File: config.mk
export PLATFORM = sky130hd
export DESIGN_NAME = video_frame_packetizer
export DESIGN_NICKNAME = d
export VERILOG_FILES = /design/src/rtl/video_st_pkg.sv /design/src/rtl/video_beat_fifo.sv /design/src/rtl/video_frame_packetizer.sv
export SDC_FILE = /design/constraint.sdc
export NUM_CORES = 1
export LEC_CHECK = 0
export BUFFER_PORTS_ARGS = -buffer_cell sky130_fd_sc_hd__buf_4
export CAP_MARGIN = 20
export CORE_ASPECT_RATIO = 0.6
export CORE_UTILIZATION = 50
export CTS_BUF_LIST = sky130_fd_sc_hd__clkbuf_4 sky130_fd_sc_hd__clkbuf_8
export CTS_CLUSTER_SIZE = 8
export DETAILED_ROUTE_END_ITERATION = 16
export GPL_TIMING_DRIVEN = 0
export PLACE_DENSITY = 0.8
export SYNTH_ARGS = -nofsm -noshare
export SYNTH_HDL_FRONTEND = slang
export SYNTH_HIERARCHICAL = 1
export SYNTH_SLANG_ARGS = --single-unit
File: constraint.sdc
create_clock -name clk -period 3.4 [get_ports clk]
set_input_delay 1.02 -clock clk [delete_from_list [all_inputs] [get_ports clk]]
set_output_delay 1.02 -clock clk [all_outputs]
set_load 0.02 [all_outputs]
File: src/rtl/video_st_pkg.sv
// Shared types for the Avalon-ST video source path: beat control flags and
// packetizer state encoding.
package video_st_pkg;

  localparam int DATA_W_DEF = 24;

  typedef struct packed {
    logic sop;
    logic eop;
  } beat_ctl_t;

  typedef enum logic [1:0] {
    WAIT_FRAME = 2'd0,
    ACTIVE     = 2'd1,
    CLOSE      = 2'd2
  } state_e;

  function automatic beat_ctl_t make_ctl(input logic sop, input logic eop);
    beat_ctl_t c;
    c.sop = sop;
    c.eop = eop;
    return c;
  endfunction

endpackage

File: src/rtl/video_beat_fifo.sv
// Synchronous show-ahead FIFO for {sop,eop,data} beats with a synchronous
// flush; a push into a full FIFO is honoured when a pop happens the same cycle.
module video_beat_fifo #(
  parameter int W     = 26,
  parameter int DEPTH = 8
) (
  input  logic         clk,
  input  logic         reset,
  input  logic         clear,
  input  logic         push,
  input  logic [W-1:0] push_data,
  input  logic         pop,
  output logic [W-1:0] pop_data,
  output logic         full,
  output logic         empty
);

  localparam int AW = (DEPTH > 1) ? $clog2(DEPTH) : 1;
  localparam int CW = AW + 1;

  logic [W-1:0]  mem_q [DEPTH];
  logic [W-1:0]  mem_d [DEPTH];
  logic [AW-1:0] wr_q, wr_d, rd_q, rd_d;
  logic [CW-1:0] count_q, count_d;
  logic          push_ok_s, pop_ok_s;

  assign full     = (count_q == CW'(DEPTH));
  assign empty    = (count_q == CW'(0));
  assign pop_data = mem_q[rd_q];

  // Next-state pointers, occupancy and storage.
  always_comb begin
    mem_d     = mem_q;
    wr_d      = wr_q;
    rd_d      = rd_q;
    count_d   = count_q;
    pop_ok_s  = pop && !empty;
    push_ok_s = push && (!full || pop_ok_s);
    if (clear) begin
      wr_d    = AW'(0);
      rd_d    = AW'(0);
      count_d = CW'(0);
    end else begin
      if (push_ok_s) begin
        mem_d[wr_q] = push_data;
        wr_d        = wr_q + AW'(1);
      end else begin
        wr_d = wr_q;
      end
      if (pop_ok_s) begin
        rd_d = rd_q + AW'(1);
      end else begin
        rd_d = rd_q;
      end
      count_d = count_q + CW'(push_ok_s) - CW'(pop_ok_s);
    end
  end

  // FIFO state registers.
  always_ff @(posedge clk) begin
    if (reset) begin
      wr_q    <= AW'(0);
      rd_q    <= AW'(0);
      count_q <= CW'(0);
      for (int i = 0; i < DEPTH; i++) begin
        mem_q[i] <= W'(0);
      end
    end else begin
      wr_q    <= wr_d;
      rd_q    <= rd_d;
      count_q <= count_d;
      mem_q   <= mem_d;
    end
  end

endmodule

File: src/rtl/video_frame_packetizer.sv
// Converts a non-stallable camera pixel bus into SOP/EOP-framed Avalon-ST
// packets of WIDTH*HEIGHT beats, closing broken frames with a filler EOP beat.
module video_frame_packetizer
  import video_st_pkg::*;
#(
  parameter int DATA_W     = DATA_W_DEF,
  parameter int WIDTH      = 320,
  parameter int HEIGHT     = 240,
  parameter int FIFO_DEPTH = 8
) (
  input  logic              clk,
  input  logic              reset,
  input  logic              pixel_valid,
  input  logic [DATA_W-1:0] pixel_data,
  input  logic              pixel_frame_start,
  input  logic              video_stream_reset,
  input  logic              stream_ready,
  output logic              stream_valid,
  output logic [DATA_W-1:0] stream_data,
  output logic              stream_startofpacket,
  output logic              stream_endofpacket,
  output logic              overflow_err,
  output logic              frame_err,
  output logic [15:0]       frame_count
);

  localparam int XW = (WIDTH > 1) ? $clog2(WIDTH) : 1;
  localparam int YW = (HEIGHT > 1) ? $clog2(HEIGHT) : 1;
  localparam int BW = DATA_W + 2;

  state_e        state_q, state_d;
  logic [XW-1:0] x_q, x_d, x_next_s;
  logic [YW-1:0] y_q, y_d, y_next_s;
  logic          ovf_q, ovf_d, ferr_q, ferr_d;
  logic [15:0]   fc_q, fc_d;

  logic          push_s, pop_s, room_s, last_s, accept_s;
  logic          full_s, empty_s;
  beat_ctl_t     push_ctl_s, head_ctl_s;
  logic [DATA_W-1:0] push_data_s, head_data_s;
  logic [BW-1:0] head_word_s;

  video_beat_fifo #(
    .W     (BW),
    .DEPTH (FIFO_DEPTH)
  ) u_fifo (
    .clk       (clk),
    .reset     (reset),
    .clear     (!video_stream_reset),
    .push      (push_s),
    .push_data ({push_ctl_s, push_data_s}),
    .pop       (pop_s),
    .pop_data  (head_word_s),
    .full      (full_s),
    .empty     (empty_s)
  );

  assign head_ctl_s  = head_word_s[BW-1 -: 2];
  assign head_data_s = head_word_s[DATA_W-1:0];

  assign stream_valid         = !empty_s;
  assign stream_data          = stream_valid ? head_data_s : DATA_W'(0);
  assign stream_startofpacket = stream_valid & head_ctl_s.sop;
  assign stream_endofpacket   = stream_valid & head_ctl_s.eop;
  assign overflow_err         = ovf_q;
  assign frame_err            = ferr_q;
  assign frame_count          = fc_q;

  assign pop_s  = stream_valid && stream_ready;
  assign room_s = !full_s || pop_s;
  assign last_s = (x_q == XW'(WIDTH - 1)) && (y_q == YW'(HEIGHT - 1));

  // Raster position following the current pixel.
  always_comb begin
    x_next_s = x_q + XW'(1);
    y_next_s = y_q;
    if (x_q == XW'(WIDTH - 1)) begin
      x_next_s = XW'(0);
      y_next_s = (y_q == YW'(HEIGHT - 1)) ? YW'(0) : (y_q + YW'(1));
    end else begin
      y_next_s = y_q;
    end
  end

  // FSM next state, FIFO push request and error/frame bookkeeping.
  always_comb begin
    state_d     = state_q;
    x_d         = x_q;
    y_d         = y_q;
    ovf_d       = ovf_q;
    ferr_d      = ferr_q;
    fc_d        = fc_q;
    push_s      = 1'b0;
    push_ctl_s  = make_ctl(1'b0, 1'b0);
    push_data_s = DATA_W'(0);
    accept_s    = 1'b0;
    if (!video_stream_reset) begin
      state_d = WAIT_FRAME;
      x_d     = XW'(0);
      y_d     = YW'(0);
    end else begin
      case (state_q)
        WAIT_FRAME: begin
          // No packet is open yet, so a dropped first pixel needs no filler.
          if (pixel_valid && pixel_frame_start) begin
            if (room_s) begin
              accept_s = 1'b1;
            end else begin
              ovf_d = 1'b1;
            end
          end else begin
            state_d = WAIT_FRAME;
          end
        end
        ACTIVE: begin
          if (pixel_valid) begin
            if (pixel_frame_start) begin
              ferr_d  = 1'b1;
              state_d = CLOSE;
              x_d     = XW'(0);
              y_d     = YW'(0);
            end else if (!room_s) begin
              ovf_d   = 1'b1;
              state_d = CLOSE;
              x_d     = XW'(0);
              y_d     = YW'(0);
            end else begin
              accept_s = 1'b1;
            end
          end else begin
            state_d = ACTIVE;
          end
        end
        CLOSE: begin
          if (!full_s) begin
            push_s     = 1'b1;
            push_ctl_s = make_ctl(1'b0, 1'b1);
            state_d    = WAIT_FRAME;
          end else begin
            state_d = CLOSE;
          end
        end
        default: begin
          state_d = WAIT_FRAME;
          x_d     = XW'(0);
          y_d     = YW'(0);
        end
      endcase
      if (accept_s) begin
        push_s      = 1'b1;
        push_ctl_s  = make_ctl(state_q == WAIT_FRAME, last_s);
        push_data_s = pixel_data;
        x_d         = x_next_s;
        y_d         = y_next_s;
        if (last_s) begin
          state_d = WAIT_FRAME;
          fc_d    = fc_q + 16'd1;
        end else begin
          state_d = ACTIVE;
        end
      end else begin
        push_data_s = DATA_W'(0);
      end
    end
  end

  // Packetizer state registers.
  always_ff @(posedge clk) begin
    if (reset) begin
      state_q <= WAIT_FRAME;
      x_q     <= XW'(0);
      y_q     <= YW'(0);
      ovf_q   <= 1'b0;
      ferr_q  <= 1'b0;
      fc_q    <= 16'd0;
    end else begin
      state_q <= state_d;
      x_q     <= x_d;
      y_q     <= y_d;
      ovf_q   <= ovf_d;
      ferr_q  <= ferr_d;
      fc_q    <= fc_d;
    end
  end

endmodule

==> impl_metrics.env, run 1 <==
export IMPL_grt_max_degree=14
export IMPL_io_buffers=74
export IMPL_fp_dieArea_sq_um=26400
export IMPL_synthFlopType="dfxtp_1"
export IMPL_cpMaxStageDelayCell="mux4_2"
export IMPL_wl_per_cell_microns=20.2
export IMPL_hold_viol_final=0
export IMPL_synthCells=1196
export IMPL_crit_buf_inv=3
export IMPL_overflow=0
export IMPL_vias=9405
export IMPL_synth_simple_area_share=0.199
export IMPL_clk_pin_slew_ps=60
export IMPL_p_seq_frac=0.520
export IMPL_switchingPower_uw=1340
export IMPL_cp_end_kind="output port"
export IMPL_clock_sinks=255
export IMPL_syn2layout_area_growth_pct=16.2
export IMPL_min_path_cells=2
export IMPL_drtAntennaViolNets=0
export IMPL_path_delay_family="multiplexers"
export IMPL_setup_violations_final=0
export IMPL_synthesis_area_sq_um=12800
export IMPL_rsz0062_at_grt="true"
export IMPL_drv_slew=0
export IMPL_p_sw_frac=0.233
export IMPL_grt_pass1_vias=9563
export IMPL_final_common_cell="dfxtp_1"
export IMPL_power_share_clock=0.433
export IMPL_p_per_area_nw_per_um2=386
export IMPL_min_period_over_period=0.993
export IMPL_total_power_uw=5760
export IMPL_synthMuxAreaShare=0.282
export IMPL_grt_usage=0.259
export IMPL_dp_hpwl_mm=23.0
export IMPL_worst_slew_pin_slew_ps=802
export IMPL_start_util=0.508
export IMPL_cts_root_buf="clkbuf_8"
export IMPL_crit_chain="buf_12 -> buf_12 -> mux4_2 -> mux2_4 -> nor2b_1 -> buf_4"
export IMPL_p_leak_uw=0.00644
export IMPL_ys_seq_elements=255
export IMPL_min_period_ps=3380
export IMPL_max_stage_delay_ps=500
export IMPL_status="completed"
export IMPL_synth_fa_ha_area_frac=0.0142
export IMPL_finClkSkew_ps=27.6
export IMPL_nFillCells=2067
export IMPL_timing_critical_path_required_ps=2380
export IMPL_hold_path_class="reg2reg"
export IMPL_relSlewSlack=0.461
export IMPL_worst_path_max_fanout=6
export IMPL_critical_path_depth=6
export IMPL_ys_types=58
export IMPL_antenna_cells=0
export IMPL_nets=1365
export IMPL_maxCapViolCount=0
export IMPL_grt_pass1_wl_mm=53.1
export IMPL_die_width_microns=209
export IMPL_row_count=45
export IMPL_synth_edff_count=0
export IMPL_critical_path_class="reg2out"
export IMPL_avgViaCountPerCell=5.64
export IMPL_async_flop_share=0
export IMPL_comb_power_share=0.047
export IMPL_holdBufCountCts=0
export IMPL_synth_seq_area_share=0.397
export IMPL_syn_area_per_cell_sq_um=10.7
export IMPL_antenna_found_initial=3
export IMPL_cts_inserted_buffers=40
export IMPL_drt_wl_total_mm=33.6
export IMPL_reg2regPathDepth=16
export IMPL_dr_pass1_iters=5
export IMPL_syn_nets=1240
export IMPL_core_area_sq_um=25300
export IMPL_utilization=0.590
export IMPL_max_freq_mhz=296
export IMPL_synth_xor_area_frac=0.0136
export IMPL_irDropWorstVdd_mv=0.193
export IMPL_ys_warn_count=6
export IMPL_crit_arrival_ps=2360
export IMPL_timing_critical_path_mode_cell="buf_12"
export IMPL_finalWorstSetupSlack_ps=24.5
export IMPL_drc_errors=0
export IMPL_io_pins=75
export IMPL_pre_cts_ws_ps=-637
export IMPL_insertion_delay_ps=570
export IMPL_tritoncts="yes"
export IMPL_gp_congestion=0.850
export IMPL_synth_top_family_by_area="multiplexers"
export IMPL_synth_compound_area_frac=0.0378
export IMPL_dr_first_iter_drc_count=683
export IMPL_die_y_microns=126
export IMPL_cts_htree_levels=2
export IMPL_start_kind="flip-flop"
export IMPL_clk_path_buf_depth=3
export IMPL_drive_gt1_frac=0.227
export IMPL_mostFrequentLayoutCells="dfxtp_1 (252), nand2b_1 (237), mux2i_1 (213)"
export IMPL_intPower_uw=4420
sequential cells by signal, summed over array words and instances, names as in the netlist:
name / cells
frame_count: 16
x_q: 9
u_fifo/mem_q: 208
frame_err: 1
overflow_err: 1
y_q: 8
u_fifo/count_q: 4
state_q: 2
u_fifo/rd_q: 3
u_fifo/wr_q: 3
synth_stat cells (all sizes together) (4+ instances only):
cell type | instances | area, sq um
a21oi | 21 | 105
a22o | 4 | 35.0
and2 | 31 | 194
and3 | 5 | 32.5
buf | 70 | 515
clkbuf | 37 | 139
dfxtp | 255 | 5100
ha | 13 | 163
inv | 19 | 71.3
mux2 | 28 | 315
mux2i | 213 | 2130
mux4 | 52 | 1170
nand2 | 24 | 90.1
nand2b | 238 | 1490
nand3 | 14 | 75.1
nand4 | 4 | 25.0
nor2 | 35 | 131
nor2b | 29 | 181
nor3 | 5 | 25.0
nor4 | 11 | 121
o211a | 4 | 40.0
o211ai | 13 | 136
o21ai | 8 | 40.0
or2 | 4 | 25.0
or3 | 7 | 43.8
xnor2 | 18 | 158
power groups by stage:
stage          Sequential [uW]  Combinational, uW  Clock (uW)
3_5_place_dp              3060                252           0
6_report                  2990                270        2490
2_1_floorplan             3060                153           0
3_3_place_gp              3060                247           0
4_1_cts                   2990                262        2540
5_1_grt                   2990                284        2690
metal layers:
metal	vias up	wire, microns	GRT usage
li1	4361	-	-
met1	4695	16400	0.383
met2	301	14500	0.384
met3	48	2140	0.0444
met4	0	614	0.0787
met5	-	0	0
worst min-delay path, delay by kind of cell, from the launching register on:
family           cells  cell delay, ps
muxes                1              50
DFF                  1             310
and+or+nand+nor      1              60
area by class of cell:
cell class                      instances  area, sq um  area share
Clock buffer                           55          701      0.0469
Buffer                                106          836      0.0560
Sequential cell                       255         5110       0.342
Tap cell                              329          412      0.0276
Clock inverter                          4         25.0     0.00168
Inverter                               19         75.1     0.00503
Timing Repair Buffer                   84          679      0.0455
Multi-Input combinational cell        815         7090       0.475
cell families (layout without fill, tap and decap cells):
logic type / after synthesis / after routing
and+or+nand+nor: 421 / 421
muxes: 293 / 293
DFF: 255 / 255
buffers and inverters: 126 / 268
AOI/OAI and AO/OA: 67 / 67
xor gates and xnor gates: 20 / 20
adders and majority gates: 14 / 14
through the flow:
step           area [sq um]  hold slack, ps  setup TNS, ps  instances
2_1_floorplan         12900             436              0       1196
3_3_place_gp          13800             457         -37280       1599
3_5_place_dp          13800             463         -61620       1599
4_1_cts               14800             474          -80.7       1665
5_1_grt               14900             487           -179       1667
6_report              14900             471              0       1667
worst paths after layout:
path                      from           endpoint  slack (ps)
min          u_fifo/mem_q[149]  u_fifo/mem_q[149]         470
max reg2reg  u_fifo/count_q[2]  u_fifo/count_q[2]         110
max             u_fifo/rd_q[1]    stream_data[15]          20
min reg2reg  u_fifo/mem_q[149]  u_fifo/mem_q[149]         470
repair_timing:
item / 4_1_cts / 5_1_grt
resized for setup: 53 / 28
setup endpoints to repair: 239 / 110
buffers inserted: 7 / 1
pin swaps: 1 / 0
cloned: 1 / 1
Power figures use the tool's default switching activity.
==> run 2, diff against run 1 <==
- SYNTH_HIERARCHICAL: 1 -> not set
==> run 2 against run 1 <==
Critical path depth unchanged. Wire length decreased by 0.65%. Combinational power increased to 3.9 times the previous value. Final cell count decreased by 5.5%. Clock power about the same. Sequential share of layout area increased by 4.6 points. Setup slack improved by 45 ps. Flip-flop and latch count unchanged. Clock-buffer cell count increased by 2.
==> impl_metrics.env, run 2 <==
export IMPL_irDropWorstVdd_mv=0.251
export IMPL_grt_max_degree=11
export IMPL_min_path_cells=2
export IMPL_synth_top_area_frac=0.450
export IMPL_core_area_sq_um=22200
export IMPL_drive_gt1_frac=0.200
export IMPL_drv_slew=0
export IMPL_io_buffers=74
export IMPL_tns_ps=0
export IMPL_dr_pass1_iters=5
export IMPL_worst_slew_pin_slew_ps=914
export IMPL_maxCapViolCount=0
export IMPL_synth_most_common_cell="dfxtp_1"
export IMPL_cts_htree_levels=2
export IMPL_intPower_uw=4750
export IMPL_gp_congestion=0.898
export IMPL_nets=1295
export IMPL_max_stage_delay_ps=560
export IMPL_dr_first_iter_drc_count=1112
export IMPL_clock_sinks=255
export IMPL_r2r_end="u_fifo.mem_q[20]"
export IMPL_synth_edff_count=0
export IMPL_hold_start="frame_err"
export IMPL_p_seq_frac=0.461
export IMPL_synthCells=1132
export IMPL_die_width_microns=197
export IMPL_reg2regPathDepth=8
export IMPL_fp_dieArea_sq_um=23300
export IMPL_clk_path_buf_depth=3
export IMPL_grt_usage=0.290
export IMPL_relSlewSlack=0.388
export IMPL_drtAntennaViolNets=0
export IMPL_avgViaCountPerCell=6.14
export IMPL_synthFlopType="dfxtp_1"
export IMPL_syn_area_per_cell_sq_um=10.0
export IMPL_utilization=0.594
export IMPL_cpMaxStageDelayCell="mux4_2"
export IMPL_grt_pass1_vias=9311
export IMPL_ys_types=52
export IMPL_mostFrequentLayoutCells="dfxtp_1 (254), nand3b_1 (208), o21ai_0 (190)"
export IMPL_status="completed"
export IMPL_regMostFlops="u_fifo.mem_q"
export IMPL_dp_hpwl_mm=23.0
export IMPL_die_y_microns=119
export IMPL_p_per_area_nw_per_um2=501
export IMPL_p_leak_uw=0.00436
export IMPL_insertion_delay_ps=550
export IMPL_setup_violations_final=0
export IMPL_hold_path_end="frame_err"
export IMPL_tritoncts="yes"
export IMPL_finClkSkew_ps=23.2
export IMPL_synthesis_area_sq_um=11400
export IMPL_cts_inserted_buffers=40
export IMPL_synth_seq_area_share=0.450
export IMPL_worst_path_max_fanout=10
export IMPL_hold_path_class="reg2reg"
export IMPL_ys_seq_elements=255
export IMPL_netlist_top_cells_area="dfxtp_1 (45%), nand3b_1 (14%), mux4_2 (10%)"
export IMPL_ys_warn_count=0
export IMPL_row_count=42
export IMPL_power_share_clock=0.381
export IMPL_reg2reg_slack_ps=250
export IMPL_final_common_cell="dfxtp_1"
export IMPL_io_pins=75
export IMPL_yosysTopAreaCell="dfxtp_1"
export IMPL_crit_buf_inv=3
export IMPL_clk_pin_slew_ps=70
export IMPL_dp_cells=1514
export IMPL_holdBufCountCts=0
export IMPL_antenna_cells=0
export IMPL_min_period_over_period=0.980
export IMPL_comb_power_share=0.158
export IMPL_synth_common_cells="dfxtp_1 (255), nand3b_1 (208), o21ai_0 (190), nor2_1 (65), clkbuf_1 (57)"
export IMPL_cts_root_buf="clkbuf_8"
export IMPL_fin_hold_ws_ps=477
export IMPL_total_power_uw=6590
export IMPL_critical_path_class="reg2out"
export IMPL_switchingPower_uw=1840
export IMPL_overflow=0
export IMPL_wl_per_cell_microns=21.2
export IMPL_async_flop_share=0
export IMPL_hold_viol_final=0
export IMPL_min_period_ps=3330
export IMPL_grt_pass1_wl_mm=52.5
export IMPL_crit_chain="buf_6 -> buf_8 -> mux4_2 -> mux2i_4 -> nor2_1 -> buf_4"
export IMPL_syn_nets=1177
export IMPL_drt_wl_total_mm=33.4
export IMPL_start_util=0.512
export IMPL_vias=9675
export IMPL_timing_critical_path_required_ps=2380
export IMPL_worstReg2RegStart="state_q[1]"
export IMPL_cp_end_kind="output port"
export IMPL_crit_arrival_ps=2310
export IMPL_p_sw_frac=0.279
export IMPL_start_kind="flip-flop"
export IMPL_syn2layout_area_growth_pct=15.9
export IMPL_max_freq_mhz=300
export IMPL_path_delay_family="multiplexers"
export IMPL_fin_cells=1576
export IMPL_drc_errors=0
export IMPL_largest_reg_flops=208
export IMPL_antenna_found_initial=0
[run 2: cell type report]
type	count	area, sq um
sequential	255	5110
inverter	15	56.3
tap	308	385
multi-input combinational	768	5830
clock buffer	57	709
timing repair buffer	77	578
clock inverter	3	22.5
buffer	93	482
fill	1886	9010
[run 2: worst max path at each step]
stage / depth (start not counted) / to / slack, ps / start
6_report: 6 / stream_data[14] / 70 / u_fifo.rd_q[0]
5_1_grt: 6 / stream_data[14] / -10 / u_fifo.rd_q[0]
4_1_cts: 6 / stream_data[19] / -20 / u_fifo.rd_q[0]
3_5_place_dp: 7 / u_fifo.mem_q[176] / -70 / stream_ready
3_3_place_gp: 6 / stream_data[22] / -360 / u_fifo.count_q[2]
2_1_floorplan: 9 / u_fifo.count_q[1] / 510 / pixel_frame_start
[run 2: per-layer routing]
metal,global-route usage,wire (microns),vias up
li1,-,-,4354
met1,0.425,15200,4705
met2,0.408,13700,552
met3,0.0945,3860,64
met4,0.0742,628,0
met5,0,0,-
[run 2: stage by stage]
stage / instance area [sq um] / setup WS, ps
6_report: 13200 / 69.5
4_1_cts: 13100 / -16.2
3_3_place_gp: 12300 / -356
5_1_grt: 13200 / -13.2
3_5_place_dp: 12300 / -66.2
2_1_floorplan: 11400 / 507
[run 2: timing repair]
item,CTS,global route
buffers inserted,3,0
pin swaps,0,0
endpoints found under the setup margin,27,24
resized for setup,26,15
[run 2: power groups by stage]
stage          registers (uW)  clock network (uW)  logic (uW)
2_1_floorplan            3100                   0         600
3_3_place_gp             3100                   0         884
3_5_place_dp             3100                   0         902
4_1_cts                  3040                2530        1010
5_1_grt                  3040                2670        1120
6_report                 3040                2510        1040
[run 2: kinds of logic after synthesis]
kind of cell	count (synthesis)	synth area share
adders and majority gates	15	0.0172
and+or+nand+nor	383	0.213
muxes	84	0.132
DFF	255	0.450
xor gates and xnor gates	29	0.0224
buffers and inverters	109	0.0398
AOI/OAI and AO/OA	257	0.126
[run 2: tightest hold or removal path: stages, from the launching register on]
cell	delay, ps
dfxtp_1	330
a31oi_1	40
nor2_1	70
==> run 3, diff against run 2 <==
- BUFFER_PORTS_ARGS: -buffer_cell sky130_fd_sc_hd__buf_4 -> -buffer_cell sky130_fd_sc_hd__clkbuf_2
==> run 3 against run 2 <==
Clock-buffer cell count fell by 6. Final cell count down 0.38%. Register-to-register slack improved by 70 ps. Sequential share of layout area rose by 0.76 points. Largest cell class unchanged. Largest power group unchanged.
==> impl_metrics.env, run 3 (same netlist as run 2, synthesis figures left out) <==
export IMPL_status="completed"
export IMPL_switchingPower_uw=1820
export IMPL_avgViaCountPerCell=6.21
export IMPL_nets=1294
export IMPL_tns_ps=0
export IMPL_intPower_uw=4630
export IMPL_fp_dieArea_sq_um=23300
export IMPL_io_buffers=74
export IMPL_irDropWorstVdd_mv=0.248
export IMPL_min_path_cells=2
export IMPL_antenna_found_initial=0
export IMPL_largest_reg_flops=208
export IMPL_grt_usage=0.289
export IMPL_timing_critical_path_required_ps=2380
export IMPL_cpMaxStageDelayCell="mux4_2"
export IMPL_path_delay_family="multiplexers"
export IMPL_final_common_cell="dfxtp_1"
export IMPL_min_period_ps=3330
export IMPL_max_stage_delay_ps=540
export IMPL_start_util=0.512
export IMPL_drv_slew=0
export IMPL_worst_path_max_fanout=10
export IMPL_die_y_microns=119
export IMPL_crit_chain="buf_6 -> buf_8 -> mux4_2 -> mux2i_1 -> nor2_1 -> clkbuf_2"
export IMPL_drtAntennaViolNets=0
export IMPL_fin_hold_ws_ps=476
export IMPL_power_share_clock=0.370
export IMPL_tritoncts="yes"
export IMPL_crit_buf_inv=3
export IMPL_critical_path_class="reg2out"
export IMPL_grt_pass1_wl_mm=52.4
export IMPL_p_seq_frac=0.471
export IMPL_worst_slew_pin_slew_ps=796
export IMPL_pre_cts_ws_ps=-108
export IMPL_hold_viol_final=0
export IMPL_reg2regPathDepth=8
export IMPL_row_count=42
export IMPL_crit_arrival_ps=2310
export IMPL_finClkSkew_ps=28.0
export IMPL_hold_path_class="reg2reg"
export IMPL_cts_inserted_buffers=39
export IMPL_drt_wl_total_mm=33.2
export IMPL_io_pins=75
export IMPL_mostFrequentLayoutCells="dfxtp_1 (254), nand3b_1 (208), o21ai_0 (190)"
export IMPL_maxCapViolCount=0
export IMPL_max_freq_mhz=300
export IMPL_comb_power_share=0.159
export IMPL_wl_per_cell_microns=21.1
export IMPL_drc_errors=0
export IMPL_clk_pin_slew_ps=60
export IMPL_dp_hpwl_mm=23.3
export IMPL_p_sw_frac=0.282
export IMPL_cts_htree_levels=2
export IMPL_syn2layout_area_growth_pct=13.7
export IMPL_dr_pass1_iters=6
export IMPL_min_period_over_period=0.981
export IMPL_regMostFlops="u_fifo.mem_q"
export IMPL_cp_end_kind="output port"
export IMPL_core_area_sq_um=22200
export IMPL_rsz0062_at_grt="false"
export IMPL_overflow=0
export IMPL_cts_root_buf="clkbuf_8"
export IMPL_die_width_microns=197
export IMPL_dr_first_iter_drc_count=964
export IMPL_setup_violations_final=0
export IMPL_gp_congestion=0.885
export IMPL_grt_max_degree=11
export IMPL_vias=9749
export IMPL_drive_gt1_frac=0.197
export IMPL_insertion_delay_ps=540
export IMPL_critical_path_depth=6
export IMPL_p_per_area_nw_per_um2=499
export IMPL_start_kind="flip-flop"
export IMPL_p_leak_uw=0.00428
export IMPL_relSlewSlack=0.467
export IMPL_finalWorstSetupSlack_ps=66.1
export IMPL_clock_sinks=255
export IMPL_clk_path_buf_depth=3
export IMPL_antenna_cells=0
export IMPL_grt_pass1_vias=9249
==> run 3: cell count changes in the layout (fill, tap and decap cells not counted), sizes merged <==
cell and change:
clkbuf +69, inv +1, clkinv +1, clkinvlp -2
buf -75
==> run 3: layout make-up <==
cell class / count / area [sq um]
Timing Repair Buffer: 77 / 393
Sequential cell: 255 / 5110
Inverter: 15 / 56.3
Multi-Input combinational cell: 768 / 5830
Tap cell: 308 / 385
Clock inverter: 3 / 21.3
Buffer: 93 / 474
Clock buffer: 51 / 652
Fill cell: 1971 / 9260
==> run 3: per-stage QoR <==
step	std cells	instance area (sq um)	total power, uW	utilization
CTS	1570	12900	6430	0.581
global route	1570	12900	6670	0.582
detailed placement	1514	12100	3990	0.546
global placement	1514	12100	3960	0.546
finish	1570	12900	6450	0.582
floorplan	1132	11400	3700	-
==> run 3: path summary, 6_finish.rpt <==
path             startpoint                end  slack, ps
min               frame_err          frame_err        480
min reg2reg       frame_err          frame_err        480
max reg2reg      state_q[0]  u_fifo.mem_q[176]        320
max          u_fifo.rd_q[0]    stream_data[16]         70
==> run 3: routing by layer <==
layer | share of wire | vias to the layer above | track usage
li1 | - | 4352 | -
met1 | 0.46 | 4795 | 0.438
met2 | 0.41 | 547 | 0.405
met3 | 0.11 | 55 | 0.0745
met4 | 0.016 | 0 | 0.0640
met5 | 0 | - | 0
==> run 3: worst register-to-register path, stage by stage (launching register included) <==
cell,delay (ps)
dfxtp_1,320
inv_1,100
ha_1,310
mux2_2,270
o211ai_1,340
nor3_2,650
buf_2,420
nand2_1,300
o21ai_0,280
==> run 3: what timing repair did <==
item	in CTS	in global routing
setup endpoints to repair	27	14
resized for setup	30	9
hold buffers	0	0
setup buffers	3	0
==> run 3: power by group through the flow <==
stage	Clock (uW)	Combinational, uW	Sequential (uW)
2_1_floorplan	0	600	3100
3_3_place_gp	0	865	3100
3_5_place_dp	0	888	3100
4_1_cts	2390	995	3040
5_1_grt	2540	1090	3040
6_report	2390	1020	3040
